File: config.mk
export PLATFORM = sky130hd
export DESIGN_NAME = uart_rx_bit_timer
export DESIGN_NICKNAME = d
export VERILOG_FILES = /design/src/rtl/uart_rx_bit_timer.sv
export SDC_FILE = /design/constraint.sdc
export NUM_CORES = 1
export LEC_CHECK = 0
export BUFFER_PORTS_ARGS = -buffer_cell sky130_fd_sc_hd__buf_2
export CAP_MARGIN = 30
export CORE_MARGIN = 2
export CORE_UTILIZATION = 50
export DETAILED_ROUTE_END_ITERATION = 12
export PLACE_DENSITY = 0.74
export RECOVER_POWER = 100
export SYNTH_ARGS = -nofsm -noshare
export SYNTH_HDL_FRONTEND = slang
export SYNTH_SLANG_ARGS = --single-unit
export TNS_END_PERCENT = 10
File: constraint.sdc
create_clock -name clk -period 2.9 [get_ports clk]
set_input_delay 0.435 -clock clk [delete_from_list [all_inputs] [get_ports clk]]
set_output_delay 0.435 -clock clk [all_outputs]
set_load 0.005 [all_outputs]
File: src/rtl/uart_rx_bit_timer.sv
`default_nettype none
// ==========================================================================
// Module : uart_rx_bit_timer
// Desc   : UART RX oversampling bit timer with 3-sample mid-bit majority vote
// Rev    : 1.0
// ==========================================================================
module uart_rx_bit_timer #(
  parameter int PRESCALE_W = 6,
  parameter int BIT_CNT_W  = 4
) (
  input  logic                  clk,
  input  logic                  reset,
  input  logic                  enable,
  input  logic [PRESCALE_W-1:0] prescale,
  input  logic [BIT_CNT_W-1:0]  frame_bits,
  input  logic                  rx_in,
  output logic [PRESCALE_W-1:0] edge_count,
  output logic [BIT_CNT_W-1:0]  bit_count,
  output logic                  busy,
  output logic                  bit_done,
  output logic                  frame_done,
  output logic                  sample_valid,
  output logic                  sampled_bit,
  output logic                  cfg_error
);

  typedef enum logic [1:0] {
    IDLE = 2'd0,
    RUN  = 2'd1,
    HOLD = 2'd2
  } state_t;

  localparam logic [PRESCALE_W-1:0] P_ONE = PRESCALE_W'(1);
  localparam logic [PRESCALE_W-1:0] P_MIN = PRESCALE_W'(4);
  localparam logic [BIT_CNT_W-1:0]  F_ONE = BIT_CNT_W'(1);

  state_t                state_q, state_d;
  logic [PRESCALE_W-1:0] edge_q, edge_d;
  logic [PRESCALE_W-1:0] p_q, p_d;
  logic [BIT_CNT_W-1:0]  bit_q, bit_d;
  logic [BIT_CNT_W-1:0]  f_q, f_d;
  logic [2:0]            samp_q, samp_d;
  logic                  sampled_bit_q, sampled_bit_d;
  logic                  sample_valid_q, sample_valid_d;
  logic                  cfg_error_q, cfg_error_d;

  logic [PRESCALE_W-1:0] mid;
  logic                  cfg_ok;
  logic                  in_run;
  logic                  last_edge;
  logic                  last_bit;
  logic                  at_mid_hi;
  logic                  do_sample;

  always_comb begin
    mid       = p_q >> 1;
    cfg_ok    = (prescale >= P_MIN) && (frame_bits != '0);
    in_run    = (state_q == RUN);
    last_edge = in_run && (edge_q == p_q - P_ONE);
    last_bit  = (bit_q == f_q - F_ONE);
    at_mid_hi = in_run && (edge_q == mid + P_ONE);
    do_sample = in_run && ((edge_q == mid - P_ONE) || (edge_q == mid) || at_mid_hi);
  end

  always_comb begin
    state_d        = state_q;
    edge_d         = edge_q;
    bit_d          = bit_q;
    p_d            = p_q;
    f_d            = f_q;
    samp_d         = samp_q;
    sampled_bit_d  = sampled_bit_q;
    sample_valid_d = 1'b0;
    cfg_error_d    = 1'b0;

    // Sampling runs off registered state only, so a vote already in flight
    // still completes even if enable drops on the third sample edge.
    if (do_sample) begin
      samp_d = {samp_q[1:0], rx_in};
    end
    if (at_mid_hi) begin
      sample_valid_d = 1'b1;
      sampled_bit_d  = (samp_q[1] & samp_q[0]) | (samp_q[1] & rx_in) | (samp_q[0] & rx_in);
    end

    case (state_q)
      IDLE: begin
        edge_d = '0;
        bit_d  = '0;
        if (enable) begin
          if (cfg_ok) begin
            p_d     = prescale;
            f_d     = frame_bits;
            state_d = RUN;
          end else begin
            cfg_error_d = 1'b1;
          end
        end
      end
      RUN: begin
        if (!enable) begin
          state_d = IDLE;
          edge_d  = '0;
          bit_d   = '0;
        end else if (last_edge) begin
          edge_d = '0;
          bit_d  = bit_q + F_ONE;
          if (last_bit) begin
            state_d = HOLD;
          end
        end else begin
          edge_d = edge_q + P_ONE;
        end
      end
      HOLD: begin
        if (!enable) begin
          state_d = IDLE;
          edge_d  = '0;
          bit_d   = '0;
        end
      end
      default: begin
        state_d = IDLE;
        edge_d  = '0;
        bit_d   = '0;
      end
    endcase
  end

  always_ff @(posedge clk) begin
    if (reset) begin
      state_q        <= IDLE;
      edge_q         <= '0;
      bit_q          <= '0;
      p_q            <= '0;
      f_q            <= '0;
      samp_q         <= '0;
      sampled_bit_q  <= 1'b0;
      sample_valid_q <= 1'b0;
      cfg_error_q    <= 1'b0;
    end else begin
      state_q        <= state_d;
      edge_q         <= edge_d;
      bit_q          <= bit_d;
      p_q            <= p_d;
      f_q            <= f_d;
      samp_q         <= samp_d;
      sampled_bit_q  <= sampled_bit_d;
      sample_valid_q <= sample_valid_d;
      cfg_error_q    <= cfg_error_d;
    end
  end

  assign edge_count   = edge_q;
  assign bit_count    = bit_q;
  assign busy         = (state_q != IDLE);
  assign bit_done     = last_edge;
  assign frame_done   = last_edge && last_bit;
  assign sample_valid = sample_valid_q;
  assign sampled_bit  = sampled_bit_q;
  assign cfg_error    = cfg_error_q;

endmodule
`default_nettype wire

* After elaboration in Yosys (flattened, before gate mapping)
Index checks and enable logic that the tools add are counted. Widths: inputs -> output; s select.
Operators by class: equality and inequality tests 12, multiplexer cells 17, reduce and logical (&&, ||, !) cells 14, bitwise gates (word level) 7, magnitude comparators 1, $add $sub $neg 6
Operators by type and width (count):
- $eq 6x6->1 | 3
- $mux 6 | 3
- $mux 2 | 6
- $mux 4 | 3
- $pmux 6 s2 | 1
- $pmux 4 s2 | 1
- $add 5x1->6 const B | 1
- $add 6x1->6 const B | 1
- $eq 6x5->1 | 1
- $ge 6x3->1 const B | 1
- $ne 2x2->1 const B | 3
- $ne 3x2->1 const B | 2
- $pmux 2 s3 | 1
- $sub 5x1->6 const B | 1
- $sub 6x1->6 const B | 1
- $logic_and 1x1->1 | 5
- $reduce_and 5->1 | 1
- $add 4x1->4 const B | 1
- $eq 4x4->1 | 1
- $reduce_bool 4->1 | 1
- $sub 4x1->4 const B | 1
- $and 1x1->1 | 3
- $reduce_and 3->1 | 1
- $reduce_or 3->1 | 1
- other kinds (9) | 13
Storage, ports and cells: register bits 27, logic and storage cells 66, output and inout bits 16, bits of input ports 14

* Depth between registers and ports, before layout
word-level depth 6, mapped depth 9, depth with buffers taken out 8

* Least setup slack after synthesis
OpenSTA, ideal clock, no wires.
path type register -> output, from register p_q[2], to output frame_done, path slack 48 ps, arrival time 2417 ps, required time 2465 ps, buffers on the path 1, cell stages (with the launch flop) 9, cells stage by stage dfxtp_1 clkbuf_1 inv_1 ha_1 a21bo_1 or3_4 a2111oi_4 nand2_2 nor4_1
On the way: longest elaborated chain between the ends 4
RTL lines:
- start: declaration | line 39 | logic [PRESCALE_W-1:0] p_q, p_d;
- start signal: assignment | line 145 | p_q <= p_d;
- $sub 6x1->6 | line 59 | last_edge = in_run && (edge_q == p_q - P_ONE);
- $eq 6x6->1 | line 59
- $logic_and 1x1->1 | line 59
- $logic_and 1x1->1 | line 158 | assign frame_done = last_edge && last_bit;
- end: declaration | line 21 | output logic frame_done,
No other way between the ends.

* Worst setup path in the final report
from register p_q[1], to output bit_done
On the way: longest elaborated chain between the ends 3
RTL lines:
- $sub 6x1->6 | line 59
- $eq 6x6->1 | line 59
- $logic_and 1x1->1 | line 59
- end: declaration | line 20 | output logic bit_done,
No other way between the ends.

==> results.sh <==
export IMPL_grt_max_degree=28
export IMPL_yosysMostFrequentCell="nor2_1"
export IMPL_synth_seq_cells=27
export IMPL_vdd_drop_max_uv=295.7
export IMPL_outcome="completed"
export IMPL_coreArea_um2=3337
export IMPL_groute_usage_overall_pct=20.09
export IMPL_worstMarginPinSlew_ps=1089
export IMPL_overflow=0
export IMPL_slew_headroom_pct=26.70
export IMPL_dieWidth_um=63.02
export IMPL_max_stage_delay_ps=380
export IMPL_rr_worst_depth=10
export IMPL_crit_chain="inv_2 -> ha_4 -> a21bo_2 -> or3_4 -> a2111oi_4 -> nand2_2 -> buf_6 -> nor2_1 -> clkbuf_1"
export IMPL_pre_cts_slack_ps=120.9
export IMPL_vias_per_cell=5.361
export IMPL_antenna_cells=0
export IMPL_path_max_fanout=3
export IMPL_cts_root_buf="clkbuf_4"
export IMPL_wl_per_cell_um=12.82
export IMPL_rsz0062_at_grt="no"
export IMPL_antenna_found_initial=0
export IMPL_r2r_end="bit_count[3]"
export IMPL_synth_edf_count=0
export IMPL_fin_crit_sh_pct=95.74
export IMPL_worstSetupPathType="reg -> out"
export IMPL_fin_ws_ps=123.6
export IMPL_hold_viol=0
export IMPL_finalSetupTns_ps=0
export IMPL_detailed_place_hpwl_um=2860
export IMPL_power_uw=746.3
export IMPL_ioPinCount=30
export IMPL_tritoncts="done"
export IMPL_rows=21
export IMPL_clock_sinks=27
export IMPL_final_nets=272
export IMPL_power_density_nw_per_um2=366.1
export IMPL_async_flop_share_pct=0
export IMPL_clk_latency_ps=330
export IMPL_initial_core_util_pct=52.19
export IMPL_finClkSkew_ps=5.106
export IMPL_max_freq_mhz=360.2
export IMPL_endpoint="bit_done"
export IMPL_drv_slew=0
export IMPL_rrSetupSlack_ps=250
export IMPL_crit_start="p_q[1]"
export IMPL_timing_rr_start="p_q[1]"
export IMPL_synth_area_leader_cell="dfxtp_1"
export IMPL_setup_violations=0
export IMPL_ys_top_cells_by_area="dfxtp_1 31%, mux2i_1 8.0%, xnor2_1 6.5%"
export IMPL_instances_no_fill=296
export IMPL_io_buffers=29
export IMPL_htreeDepth=1
export IMPL_die_area_um2=3972
export IMPL_clk_path_buf_depth=2
export IMPL_die_h_um=63.02
export IMPL_synth_ff_type="dfxtp_1"
export IMPL_min_period_ps=2776
export IMPL_slowest_stage="a2111oi_4"
export IMPL_grt_pass1_wl_um=6520
export IMPL_cts_made_buffers=3
export IMPL_max_cap_violations=0
export IMPL_dr_first_iter_drc_count=94
export IMPL_drc_errors=0
export IMPL_synthCells=216
export IMPL_ys_seq_area_share_pct=31.03
export IMPL_yosys_warnings=0
export IMPL_syn_to_final_growth_pct=17.03
export IMPL_netlist_area_um2=1742
export IMPL_place_congestion=0.8499
export IMPL_routed_wl_um=3796
export IMPL_worstPathArrival_ps=2340
export IMPL_netlist_area_leader_share_pct=31.03
export IMPL_yosys_top_cells_count="30 x nor2_1, 27 x dfxtp_1, 14 x mux2i_1"
export IMPL_required_ps=2470
export IMPL_synth_nets=237
export IMPL_via_count=1587
export IMPL_synth_area_per_cell_um2=8.063
export IMPL_cp_start_kind="register"
export IMPL_hold_class="in -> reg"
export IMPL_placed_cells=287
export IMPL_cp_end_kind="output port"
export IMPL_path_clk_slew_ps=150
export IMPL_antenna_left=0
export IMPL_drive_gt1_share_pct=20.00
export IMPL_synth_distinct_cells=39
export IMPL_first_pass_iters=4
export IMPL_grt_pass1_vias=1452
export IMPL_power_leakage_uw=0.0008348
[cell families after synthesis]
kind of cell | count (synthesis) | synth area share (%)
DFF | 27 | 31.03
muxes | 14 | 8.046
xor gates and xnor gates | 21 | 10.56
buffers and inverters | 21 | 4.741
AOI/OAI and AO/OA | 38 | 14.80
adders and majority gates | 8 | 5.603
and+or+nand+nor | 87 | 25.22
[worst max-delay path: cells and delay by family, from the launching register on]
family                     cells  cell delay [ps]
adders and majority gates      1              140
DFF                            1              350
and+or+nand+nor                3              550
buffers and inverters          3              350
AOI/OAI and AO/OA              2              620
[cell type report]
class,count,area (µm²)
flip-flops and latches,27,543.0
clock inverters,1,8.758
multi-input cells,168,1149
repair buffers,44,231.5
well taps,46,57.56
inverters,7,26.28
fillers,331,1299
clock buffers,3,22.52
[cells in the final DEF (no fill, tap or decap), drive strengths merged, types with 6 or more instances in the layout]
cell,synthesis,layout
clkbuf,10,16
nor2,30,30
buf,4,31
mux2i,14,14
nand2b,6,6
nand3,7,7
a31oi,6,6
nor2b,7,7
o21ai,11,11
nand2,12,12
xor2,8,8
dfxtp,27,27
inv,7,8
xnor2,13,13
ha,7,7
a21oi,10,10
[how the worst min path moves through the flow]
stage                      startpoint        end  cells past startpoint
after detailed placement    samp_q[1]  samp_q[1]                      2
final                     prescale[0]     p_q[0]                      3
after CTS                 prescale[0]     p_q[0]                      3
after global placement      samp_q[1]  samp_q[1]                      2
after global routing      prescale[0]     p_q[0]                      3
after floorplan             samp_q[1]  samp_q[1]                      2
[per-layer routing]
metal	part of all wire (%)	global-route usage, %	vias to the layer above
li1	-	-	815
met1	47	27.85	735
met2	47	32.98	33
met3	4.4	4.144	4
met4	0.90	2.500	0
met5	0	0	-
[power breakdown]
part | switching [µW] | internal [µW] | leakage (µW) | total [µW]
clock | 116 | 56.2 | 0.0000183 | 172
sequential | 10.9 | 384 | 0.000220 | 395
combinational | 97.2 | 82.4 | 0.000596 | 180
total | 224 | 523 | 0.000835 | 746
[flip-flops by register name (all words and copies together) (netlist names)]
| register | count |
|---|---|
| f_q | 4 |
| p_q | 6 |
| sample_valid | 1 |
| cfg_error | 1 |
| bit_count | 4 |
| sampled_bit | 1 |
| edge_count | 6 |
| state_q | 2 |
| samp_q | 2 |
[per-stage QoR]
stage               cell area, µm²  util [%]  hold slack [ps]
floorplan                     1742         -            456.9
global route                  2038     61.08            325.3
CTS                           2037     61.04            334.6
detailed placement            1969     59.02            478.2
finish                        2038     61.08            343.5
global placement              1969     59.02            473.0
[timing repair]
item | CTS | global route
endpoints found under the setup margin | 1 | 2
hold buffers | 0 | 0
resized for setup | 7 | 4
setup buffers | 1 | 4
pin swaps | 3 | 6
Note: power is estimated with default switching activity, not from simulation.
